File: src/rtl/issue_ctrl.sv
// Issue controller between decode and execute: scoreboard-based RAW/WAW
// hazard checks, an in-flight credit limit, fence drain and the redirect flush window.
module issue_ctrl #(
    parameter int unsigned INFLIGHT_MAX = 4,
    parameter int unsigned FLUSH_CYCLES = 2
) (
    input  logic       clk,
    input  logic       rst,
    input  logic       id_valid,
    input  logic       id_rs1_ena,
    input  logic       id_rs2_ena,
    input  logic [4:0] id_rs1_addr,
    input  logic [4:0] id_rs2_addr,
    input  logic       id_rd_ena,
    input  logic [4:0] id_rd_addr,
    input  logic       id_fence,
    input  logic       ex_redirect,
    input  logic       wb_valid,
    input  logic       wb_rd_ena,
    input  logic [4:0] wb_rd_addr,
    output logic       issue_fire,
    output logic       stall_if,
    output logic       stall_id,
    output logic       flush_id,
    output logic [3:0] inflight_cnt,
    output logic [1:0] ctrl_state,
    output logic       proto_err
);

    typedef enum logic [1:0] {
        RUN   = 2'b00,
        DRAIN = 2'b01,
        FLUSH = 2'b10
    } state_t;

    state_t      state;
    logic [2:0]  fcnt;
    logic [31:0] pend;
    logic [31:0] pend_eff;
    logic [31:0] clr_mask;
    logic [31:0] set_mask;
    logic [31:0] pend_next;
    logic [3:0]  cnt_next;
    logic        wb_clr;
    logic        raw;
    logic        waw;
    logic        full;
    logic        fence_block;
    logic        fire;
    logic        flush;

    assign wb_clr = wb_valid & wb_rd_ena & (wb_rd_addr != 5'd0);

    always_comb begin
        clr_mask = '0;
        if (wb_clr) clr_mask[wb_rd_addr] = 1'b1;
    end

    // A writeback landing this cycle is already visible to the hazard check.
    assign pend_eff = pend & ~clr_mask;

    assign raw = (id_rs1_ena & (id_rs1_addr != 5'd0) & pend_eff[id_rs1_addr])
               | (id_rs2_ena & (id_rs2_addr != 5'd0) & pend_eff[id_rs2_addr]);
    assign waw = id_rd_ena & (id_rd_addr != 5'd0) & pend_eff[id_rd_addr];

    assign full        = (inflight_cnt == 4'(INFLIGHT_MAX)) & ~wb_valid;
    assign fence_block = id_fence & (inflight_cnt != 4'd0);

    assign fire  = (state == RUN) & id_valid & ~ex_redirect & ~raw & ~waw
                 & ~full & ~fence_block;
    assign flush = ex_redirect | (state == FLUSH);

    assign issue_fire = rst & fire;
    assign flush_id   = rst & flush;
    assign stall_id   = rst & id_valid & ~fire & ~flush;
    assign stall_if   = stall_id;

    always_comb begin
        set_mask = '0;
        if (fire && id_rd_ena && (id_rd_addr != 5'd0)) set_mask[id_rd_addr] = 1'b1;
        pend_next    = (pend & ~clr_mask) | set_mask;
        pend_next[0] = 1'b0;
    end

    always_comb begin
        cnt_next = inflight_cnt;
        case ({fire, wb_valid})
            2'b10:   cnt_next = inflight_cnt + 4'd1;
            2'b01:   cnt_next = (inflight_cnt == 4'd0) ? 4'd0 : inflight_cnt - 4'd1;
            default: cnt_next = inflight_cnt;
        endcase
    end

    always_ff @(posedge clk or negedge rst) begin
        if (!rst) begin
            state        <= RUN;
            fcnt         <= '0;
            pend         <= '0;
            inflight_cnt <= '0;
            proto_err    <= 1'b0;
        end else begin
            pend         <= pend_next;
            inflight_cnt <= cnt_next;
            if (wb_valid && (inflight_cnt == 4'd0)) proto_err <= 1'b1;

            if (ex_redirect) begin
                if (FLUSH_CYCLES > 1) begin
                    state <= FLUSH;
                    fcnt  <= 3'(FLUSH_CYCLES - 1);
                end else begin
                    state <= RUN;
                end
            end else begin
                case (state)
                    RUN: begin
                        if (id_valid && id_fence && (inflight_cnt != 4'd0)) state <= DRAIN;
                    end
                    DRAIN: begin
                        if (cnt_next == 4'd0) state <= RUN;
                    end
                    FLUSH: begin
                        fcnt <= fcnt - 3'd1;
                        if (fcnt == 3'd1) state <= RUN;
                    end
                    default: state <= RUN;
                endcase
            end
        end
    end

    assign ctrl_state = state;

endmodule

File: config.mk
export PLATFORM = sky130hd
export DESIGN_NAME = issue_ctrl
export DESIGN_NICKNAME = d
export VERILOG_FILES = /design/src/rtl/issue_ctrl.sv
export SDC_FILE = /design/constraint.sdc
export NUM_CORES = 1
export LEC_CHECK = 0
export ABC_AREA = 1
export CAP_MARGIN = 5
export CORE_UTILIZATION = 70
export CTS_BUF_LIST = sky130_fd_sc_hd__clkbuf_4
export DETAILED_ROUTE_END_ITERATION = 8
export DONT_BUFFER_PORTS = 1
export HOLD_SLACK_MARGIN = 0.02
export PLACE_DENSITY_LB_ADDON = 0.1
export REMOVE_ABC_BUFFERS = 1
export SLEW_MARGIN = 25
export SYNTH_ARGS = -nofsm -noshare
export SYNTH_HDL_FRONTEND = slang
export SYNTH_SLANG_ARGS = --single-unit
export TNS_END_PERCENT = 100
File: constraint.sdc
create_clock -name clk -period 7.2 [get_ports clk]
set_clock_uncertainty 0.1 [all_clocks]
set_input_delay 1.08 -clock clk [delete_from_list [all_inputs] [get_ports clk]]
set_output_delay 1.08 -clock clk [all_outputs]
set_load 0.05 [all_outputs]
# Word level (Yosys, flattened, before mapping)
# Cells that the tools add are included.
# Widths: inputs -> output; s select.
[word_totals]
register_bits = 41
mem_count = 0
out_inout_bits = 11
rom_bits = 0
latchBits = 0
ramBits = 0
in_bits = 30
wordCells = 95
[op_classes]
n_mux = 21
bitwise = 34
shifts = 0
magnitude_cmp = 6
n_div = 0
reduce_logical = 17
n_eq_ne = 9
addsub = 3
multipliers = 0
[ops]
columns = ["op", "count"]
rows = [
  ["$mux 32", 2],
  ["$and 32x32->32", 1],
  ["$not 32->32", 1],
  ["$or 32x32->32", 1],
  ["$lt 5x6->1 const B", 4],
  ["$and 1x1->1", 21],
  ["$reduce_bool 5->1", 4],
  ["$bmux 1 s5", 3],
  ["$demux 1 s5", 2],
  ["$ge 5x1->1 const B", 2],
  ["$logic_not 4->1", 2],
  ["$mux 2", 4],
  ["$not 1->1", 8],
  ["$pmux 4 s2", 1],
  ["$logic_and 1x1->1", 7],
  ["$mux 3", 2],
  ["$ne 3x2->1 const B", 2],
  ["$pmux 2 s3", 1],
  ["$mux 1", 5],
  ["$add 4x1->4 const B", 1],
  ["$eq 2x1->1 const B", 2],
  ["$eq 2x2->1 const B", 2],
  ["$eq 4x3->1 const B", 1],
  ["$mux 4", 1],
  ["9 further kinds", 10],
]

# Logic depth before layout (Yosys ltp)
# Gate-level depths: netlist (run 1).
[logic_depth]
ltp_word = 22
mapped_depth = 24
ltp_nobuf = 23

# Least setup slack after synthesis (run 1)
# OpenSTA, ideal clock, no wires.
[synth_timing]
path_kind = "input-to-output"
startpoint = "input wb_rd_addr[2]"
endpoint = "output stall_if"
path_slack_ns = 2.910
cell_stages = 16
required_ns = 6.020
t_arrival_ns = 3.110
n_path_buf = 3
path_cell_list = "buf_2 > inv_1 > nand3_2 > buf_4 > nand3_1 > nand2_1 > nand2_1 > nand3_1 > nand3_1 > nand3_1 > nand2_1 > nand3_2 > nand3_2 > nand3_1 > inv_1 > buf_4"
[synth_via]
elab_chain_cells = 19
elab_cells_between_ends = 29
classes_between = "order compare (2); mux (9); bitwise (16); reduce/logical (2)"
[synth_rtl]
columns = ["item", "line_no", "rtl"]
rows = [
  ["from (decl)", "20", "input logic [4:0] wb_rd_addr,"],
  ["$lt 5x6->1 (implied by the code) / $ge 5x1->1 (equally long branches)", "56", "if (wb_clr) clr_mask[wb_rd_addr] = 1'b1;"],
  ["$logic_and 1x1->1 (implied by the code)", "56", ""],
  ["$mux 1 (implied by the code)", "56", ""],
  ["$demux 1 s5", "56", ""],
  ["$mux 32 (*)", "56", ""],
  ["$not 32->32 (*)", "60", "assign pend_eff = pend & ~clr_mask;"],
  ["$and 32x32->32 (*)", "60", ""],
  ["$bmux 1 s5 (on tied branches)", "62, 63", ""],
  ["$mux 1 (on tied branches)", "62, 63", ""],
  ["$and 1x1->1 (on tied branches)", "62, 63", ""],
  ["$or 1x1->1", "63", "| (id_rs2_ena & (id_rs2_addr != 5'd0) & pend_eff[id_rs2_addr]);"],
  ["$not 1->1", "69", "assign fire = (state == RUN) & id_valid & ~ex_redirect & ~raw & ~waw"],
  ["$and 1x1->1", "69", ""],
  ["$and 1x1->1 (*)", "69", ""],
  ["$and 1x1->1 (*) (2 in a row)", "70", "& ~full & ~fence_block;"],
  ["$not 1->1 (*)", "75", "assign stall_id = rst & id_valid & ~fire & ~flush;"],
  ["$and 1x1->1 (*) (2 in a row)", "75", ""],
  ["to (decl)", "22", "output logic stall_if,"],
]
# Every way passes the cells marked *; elsewhere a longest branch is shown, timed or not. The select of a mux whose other input is x is not followed.

# Worst setup path in the final report (run 1)
[layout_timing]
startpoint = "input wb_rd_addr[1]"
endpoint = "output stall_id"
[layout_via]
elab_chain_cells = 19
elab_cells_between_ends = 29
classes_between = "order compare (2); mux (9); bitwise (16); reduce/logical (2)"
[layout_rtl]
columns = ["item", "line_no", "rtl"]
rows = [
  ["$lt 5x6->1 (implied by the code) / $ge 5x1->1 (equally long branches)", "56", ""],
  ["$logic_and 1x1->1 (implied by the code)", "56", ""],
  ["$mux 1 (implied by the code)", "56", ""],
  ["$demux 1 s5", "56", ""],
  ["$mux 32 (*)", "56", ""],
  ["$not 32->32 (*)", "60", ""],
  ["$and 32x32->32 (*)", "60", ""],
  ["$bmux 1 s5 (on tied branches)", "62, 63", ""],
  ["$mux 1 (on tied branches)", "62, 63", ""],
  ["$and 1x1->1 (on tied branches)", "62, 63", ""],
  ["$or 1x1->1", "63", ""],
  ["$not 1->1", "69", ""],
  ["$and 1x1->1", "69", ""],
  ["$and 1x1->1 (*)", "69", ""],
  ["$and 1x1->1 (*) (2 in a row)", "70", ""],
  ["$not 1->1 (*)", "75", ""],
  ["$and 1x1->1 (*) (2 in a row)", "75", ""],
  ["to (decl)", "23", "output logic stall_id,"],
]
# Marks and branches as above.

==> results of run 1 <==
==> cell type report <==
type | instances | area, µm²
Clock buffer | 6 | 45.0
Clock inverter | 2 | 38.8
Fill cell | 364 | 1040
Inverter | 56 | 210
Multi-Input combinational cell | 457 | 2070
Sequential cell | 41 | 1030
Tap cell | 52 | 65.1
==> logic make-up after synthesis <==
kind of cell	after synthesis	share of synthesized area
compound gates	61	0.0953
fa+ha+maj	4	0.0147
buf+inv	77	0.0916
xor+xnor	2	0.00515
simple gates	390	0.492
flops	41	0.302
==> how the worst min path moves through the flow <==
stage                        from                 end  depth (start not counted)
2_1_floorplan   pend[7]$_DFF_PN0_   pend[7]$_DFF_PN0_                          2
3_3_place_gp    pend[3]$_DFF_PN0_   pend[3]$_DFF_PN0_                          2
3_5_place_dp   pend[18]$_DFF_PN0_  pend[18]$_DFF_PN0_                          2
4_1_cts                       rst   pend[5]$_DFF_PN0_                          0
5_1_grt                       rst   pend[5]$_DFF_PN0_                          0
6_report                      rst   pend[5]$_DFF_PN0_                          0
==> through the flow <==
step	instance area [µm²]	power [µW]	hold WS (ns)	std cells	worst slack, ns
finish	3460	691	0.281	614	2.54
CTS	3450	682	0.281	614	2.59
global placement	3370	518	0.415	606	2.47
floorplan	3300	480	0.371	554	2.99
global route	3460	729	0.268	614	2.33
detailed placement	3370	527	0.430	606	2.60
==> layout by cell type (no fill, tap or decap), types with 2 or more instances in the layout <==
master	netlist	routed
inv_2	4	4
nand2_2	2	3
nor2_2	1	4
clkbuf_4	0	6
nand4_1	14	14
nand2_1	198	197
nor3_1	8	8
dfrtp_1	41	41
ha_1	4	4
o21ai_1	18	18
o21ai_0	21	21
a21oi_1	16	16
nand3_2	4	4
inv_1	50	50
xor2_1	2	2
clkinv_1	2	2
nand3_1	94	94
nor2_1	66	63
==> per-layer routing <==
layer | vias up | track usage | part of all wire
met4 | 0 | 0.176 | 0.042
li1 | 1840 | - | -
met2 | 334 | 0.648 | 0.42
met3 | 54 | 0.129 | 0.15
met5 | - | 0.0303 | 0
met1 | 1743 | 0.600 | 0.39
==> report_power, final <==
| group | switching (µW) | internal [µW] | total, µW | leakage [µW] |
|---|---|---|---|---|
| Combinational | 134 | 70.0 | 204 | 0.00106 |
| Sequential | 71.5 | 254 | 326 | 0.000553 |
| Clock | 83.3 | 77.7 | 161 | 0.0000459 |
| Total | 289 | 402 | 691 | 0.00166 |
==> worst register-to-register path, delay by kind of cell (launching register included) <==
kind            cells  cell delay [ns]
fa+ha+maj           1             0.22
buf+inv             3             0.39
flops               1             0.63
simple gates        5             1.36
compound gates      2             0.57
==> sequential cells by signal, summed over array words and instances, names as in the netlist <==
name and flops:
proto_err 1, fcnt 3, pend 31, ctrl_state 2
inflight_cnt 4
==> impl_metrics.env, run 1 <==
export IMPL_status="finished clean"
export IMPL_synth_top_area_frac=0.302
export IMPL_maxSlewHeadroom=0.316
export IMPL_cts_root_buf="clkbuf_4"
export IMPL_start_util=0.755
export IMPL_pin_count=41
export IMPL_path_delay_family="simple AND/OR/NAND/NOR gates"
export IMPL_setup_viol=0
export IMPL_startpoint="wb_rd_addr[1]"
export IMPL_path_cells="nor2_2 -> nand3_2 -> nand3_1 -> nand2_1 -> nand2_1 -> nand2_1 -> o21ai_0 -> nand2_1 -> nor2_1 -> a21boi_2 -> nand3_2 -> nand3_1 -> inv_1"
export IMPL_cp_arrival_ns=3.48
export IMPL_grt_pass1_wl_um=17100
export IMPL_cp_buffers_inverters=1
export IMPL_syn_inst=575
export IMPL_drcViolationCount=0
export IMPL_portBuffers=0
export IMPL_r2r_start="inflight_cnt[0]$_DFF_PN0_"
export IMPL_period_share=0.647
export IMPL_core_area_um2=4500
export IMPL_critPathMaxStageDelay_ns=0.61
export IMPL_maxSlewViolCount=0
export IMPL_ys_ff_latch=41
export IMPL_vias=3971
export IMPL_vdd_ir_drop_max_mv=0.156
export IMPL_antenna_found_initial=0
export IMPL_die_area_um2=5140
export IMPL_synth_main_ff_cell="dfrtp_1"
export IMPL_crit_type="in -> out"
export IMPL_tritoncts="built"
export IMPL_cts_sinks=41
export IMPL_yosysSeqAreaShare=0.302
export IMPL_cts_inserted_buffers=5
export IMPL_ctsResizeCount=0
export IMPL_tightest_slew_ns=1.03
export IMPL_synth_largest_area_cell="dfrtp_1"
export IMPL_endpoint_kind="output pin"
export IMPL_wl_um=10800
export IMPL_rr_endpoint="pend[16]$_DFF_PN0_"
export IMPL_die_w_um=71.7
export IMPL_syn_avg_cell_area_um2=5.92
export IMPL_synthTopCellsByCount="nand2_1, nand3_1, nor2_1"
export IMPL_hold_buffers=0
export IMPL_yosys_warnings=0
export IMPL_fin_nets=595
export IMPL_synth_edf_count=0
export IMPL_r2r_slack_ns=3.83
export IMPL_clk_latency_ns=0.37
export IMPL_drive_gt1_frac=0.0445
export IMPL_drt_iter0_markers=620
export IMPL_p_leak_uw=0.00166
export IMPL_track_usage=0.438
export IMPL_grt_max_degree=43
export IMPL_cts_buffer_depth=2
export IMPL_antenna_left=0
export IMPL_routedWlPerCell_um=17.5
export IMPL_vias_per_cell=6.47
export IMPL_placementRows=24
export IMPL_post_cts_setup_buffers=0
export IMPL_drv_cap=0
export IMPL_die_y_um=71.7
export IMPL_grt_pass1_vias=3488
export IMPL_cts_clk_slew_worst_paths_ns=0.13
export IMPL_synth_top_cells_by_area="dfrtp_1, nand2_1, nand3_1, nor2_1, inv_1"
export IMPL_grt_ovfl_total=0
export IMPL_setup_worst_path_end="stall_id"
export IMPL_post_dp_hpwl_um=7880
export IMPL_powerDensity_nw_per_um2=200
export IMPL_fmax_ghz=0.215
export IMPL_slowest_stage="inv_1"
export IMPL_antenna_cells=0
export IMPL_crit_fanout=15
export IMPL_path_depth=13
export IMPL_fin_crit_ns=4.66
export IMPL_path_common_cell="nand2_1"
export IMPL_setup_tns_ns=0
export IMPL_required_ns=6.02
export IMPL_rsz0062_at_grt="no"
export IMPL_async_flop_share=1.00
export IMPL_synthToLayoutAreaGrowth_pct=1.69
export IMPL_drt_first_pass_iters=7
export IMPL_cts_htree_levels=2
export IMPL_start_kind="input port"
export IMPL_hp_class="in -> async"
export IMPL_gp_congestion=1.03
export IMPL_final_core_util=0.768
export IMPL_finalHoldViolations=0
export IMPL_synth_cell_types=30
export IMPL_yosysMostFrequentCell="nand2_1"
export IMPL_r2r_cells=11
export IMPL_synth_area_um2=3400
No activity file was read; power rests on OpenSTA's default activity.
==> run 2, diff against run 1 <==
--- a/config.mk
+++ b/config.mk
@@ -7,7 +7,7 @@
 export LEC_CHECK = 0
 export ABC_AREA = 1
 export CAP_MARGIN = 5
-export CORE_UTILIZATION = 70
+export CORE_UTILIZATION = 60
 export CTS_BUF_LIST = sky130_fd_sc_hd__clkbuf_4
 export DETAILED_ROUTE_END_ITERATION = 8
 export DONT_BUFFER_PORTS = 1
==> constraint.sdc (replaced) <==
create_clock -name clk -period 4.2 [get_ports clk]
set_clock_uncertainty 0.1 [all_clocks]
set_input_delay 0.63 -clock clk [delete_from_list [all_inputs] [get_ports clk]]
set_output_delay 0.63 -clock clk [all_outputs]
set_load 0.05 [all_outputs]
==> impl_metrics.env, run 2 (synthesized netlist as in run 1, its figures left out) <==
export IMPL_wl_um=11000
export IMPL_cp_buffers_inverters=4
export IMPL_combPwrFrac=0.290
export IMPL_clkPwrFrac=0.266
export IMPL_gp_congestion=1.02
export IMPL_layout_commonest_cell="nand2_1"
export IMPL_drive_gt1_frac=0.0491
export IMPL_p_total_uw=1260
export IMPL_cts_htree_levels=2
export IMPL_drt_first_pass_iters=5
export IMPL_drcViolationCount=0
export IMPL_hp_class="in -> reg"
export IMPL_vias=3844
export IMPL_grt_pass1_wl_um=17800
export IMPL_setup_worst_path_end="stall_id"
export IMPL_endpoint_kind="output pin"
export IMPL_drv_cap=0
export IMPL_powerDensity_nw_per_um2=352
export IMPL_maxSlewHeadroom=0.321
export IMPL_setup_tns_ns=0
export IMPL_antenna_found_initial=0
export IMPL_rr_endpoint="ctrl_state[0]$_DFFE_PN0P_"
export IMPL_vdd_ir_drop_max_mv=0.270
export IMPL_regMostFlops="pend"
export IMPL_cts_clk_slew_worst_paths_ns=0.14
export IMPL_period_share=0.889
export IMPL_die_w_um=77.3
export IMPL_p_sw_uw=508
export IMPL_start_util=0.622
export IMPL_hold_depth=2
export IMPL_cts_root_buf="clkbuf_4"
export IMPL_fin_crit_ns=3.74
export IMPL_vias_per_cell=5.99
export IMPL_routedWlPerCell_um=17.1
export IMPL_top_regs="pend (31), inflight_cnt (4), fcnt (3)"
export IMPL_grt_pass1_vias=3579
export IMPL_layout_cells_most_common_list="nand2_1, nand3_1, nor2_1"
export IMPL_grt_ovfl_total=0
export IMPL_synthToLayoutAreaGrowth_pct=5.00
export IMPL_tightest_slew_ns=1.02
export IMPL_p_leak_uw=0.00171
export IMPL_largest_reg_flops=31
export IMPL_seq_power_share=0.444
export IMPL_tritoncts="built"
export IMPL_status="finished clean"
export IMPL_path_common_cell="inv_1"
export IMPL_rsz0062_at_grt="no"
export IMPL_setup_viol=0
export IMPL_path_depth=11
export IMPL_pin_count=41
export IMPL_drt_iter0_markers=493
export IMPL_placementRows=27
export IMPL_die_area_um2=5980
export IMPL_post_cts_setup_buffers=0
export IMPL_post_dp_hpwl_um=8030
export IMPL_cts_sinks=41
export IMPL_r2r_slack_ns=1.13
export IMPL_internal_power_uw=748
export IMPL_maxSlewViolCount=0
export IMPL_fmax_ghz=0.268
export IMPL_crit_fanout=7
export IMPL_antenna_left=0
export IMPL_portBuffers=0
export IMPL_finalHoldViolations=0
export IMPL_cp_arrival_ns=3.01
export IMPL_r2r_start="inflight_cnt[0]$_DFF_PN0_"
export IMPL_start_kind="flip-flop"
export IMPL_place_ws_ns=0.649
export IMPL_path_delay_family="simple AND/OR/NAND/NOR gates"
export IMPL_critPathMaxStageDelay_ns=0.62
export IMPL_slowest_stage="dfrtp_1"
export IMPL_path_cells="inv_1 -> ha_1 -> inv_1 -> nor3_1 -> nor2_1 -> nor3_1 -> a21boi_2 -> nand3_2 -> nand3_1 -> inv_1 -> buf_4"
export IMPL_track_usage=0.392
export IMPL_die_y_um=77.3
export IMPL_cts_buffer_depth=2
export IMPL_grt_max_degree=42
export IMPL_required_ns=3.47
export IMPL_core_area_um2=5470
export IMPL_startpoint="inflight_cnt[0]$_DFF_PN0_"
export IMPL_fin_nets=603
export IMPL_crit_type="reg -> out"
export IMPL_cts_inserted_buffers=5
export IMPL_antenna_cells=0
export IMPL_clk_latency_ns=0.38
export IMPL_swShare=0.404
export IMPL_r2r_cells=16
export IMPL_setup_slack_ns=0.464
run 2: through the flow:
step | utilization | instance area (µm²) | hold slack [ns] | std cells
after global routing | 0.653 | 3570 | 0.281 | 642
final | 0.653 | 3570 | 0.284 | 642
after detailed placement | 0.628 | 3440 | 0.235 | 632
after floorplan | - | 3300 | 0.234 | 554
after global placement | 0.628 | 3440 | 0.235 | 632
after CTS | 0.653 | 3570 | 0.282 | 642
run 2: how the worst min path moves through the flow:
stage | startpoint | to | slack, ns
floorplan | rst | ctrl_state[0]$_DFFE_PN0P_ | 0.23
global placement | rst | pend[11]$_DFF_PN0_ | 0.24
detailed placement | rst | pend[11]$_DFF_PN0_ | 0.24
CTS | ex_redirect | ctrl_state[1]$_DFFE_PN0P_ | 0.28
global route | id_valid | ctrl_state[0]$_DFFE_PN0P_ | 0.28
finish | ex_redirect | ctrl_state[1]$_DFFE_PN0P_ | 0.28
run 2: layout make-up:
type                            count  area [µm²]
Multi-Input combinational cell    457        2060
Clock buffer                        5        37.5
Fill cell                         541        1900
Inverter                           56         210
Tap cell                           72        90.1
Sequential cell                    41        1030
Timing Repair Buffer                8        75.1
Clock inverter                      3        68.8
run 2: power by group through the flow:
stage	Sequential [µW]	Clock, µW	Combinational (µW)
after floorplan	551	0	273
after global placement	562	0	334
after detailed placement	565	0	345
after CTS	557	338	358
after global routing	565	353	424
final	558	334	365
run 2: layer usage:
layer / global-route usage / routed length (µm) / share of wire / vias to the layer above
met5: 0 / 0 / 0 / -
met4: 0.213 / 537 / 0.049 / 0
met3: 0.104 / 1240 / 0.11 / 49
met2: 0.574 / 4670 / 0.42 / 261
met1: 0.523 / 4550 / 0.41 / 1679
li1: - / - / - / 1855
run 2: repair_timing:
action | in CTS | in global routing
resized for setup | 0 | 0
endpoints found under the hold margin | 41 | 0
hold buffers | 2 | 0
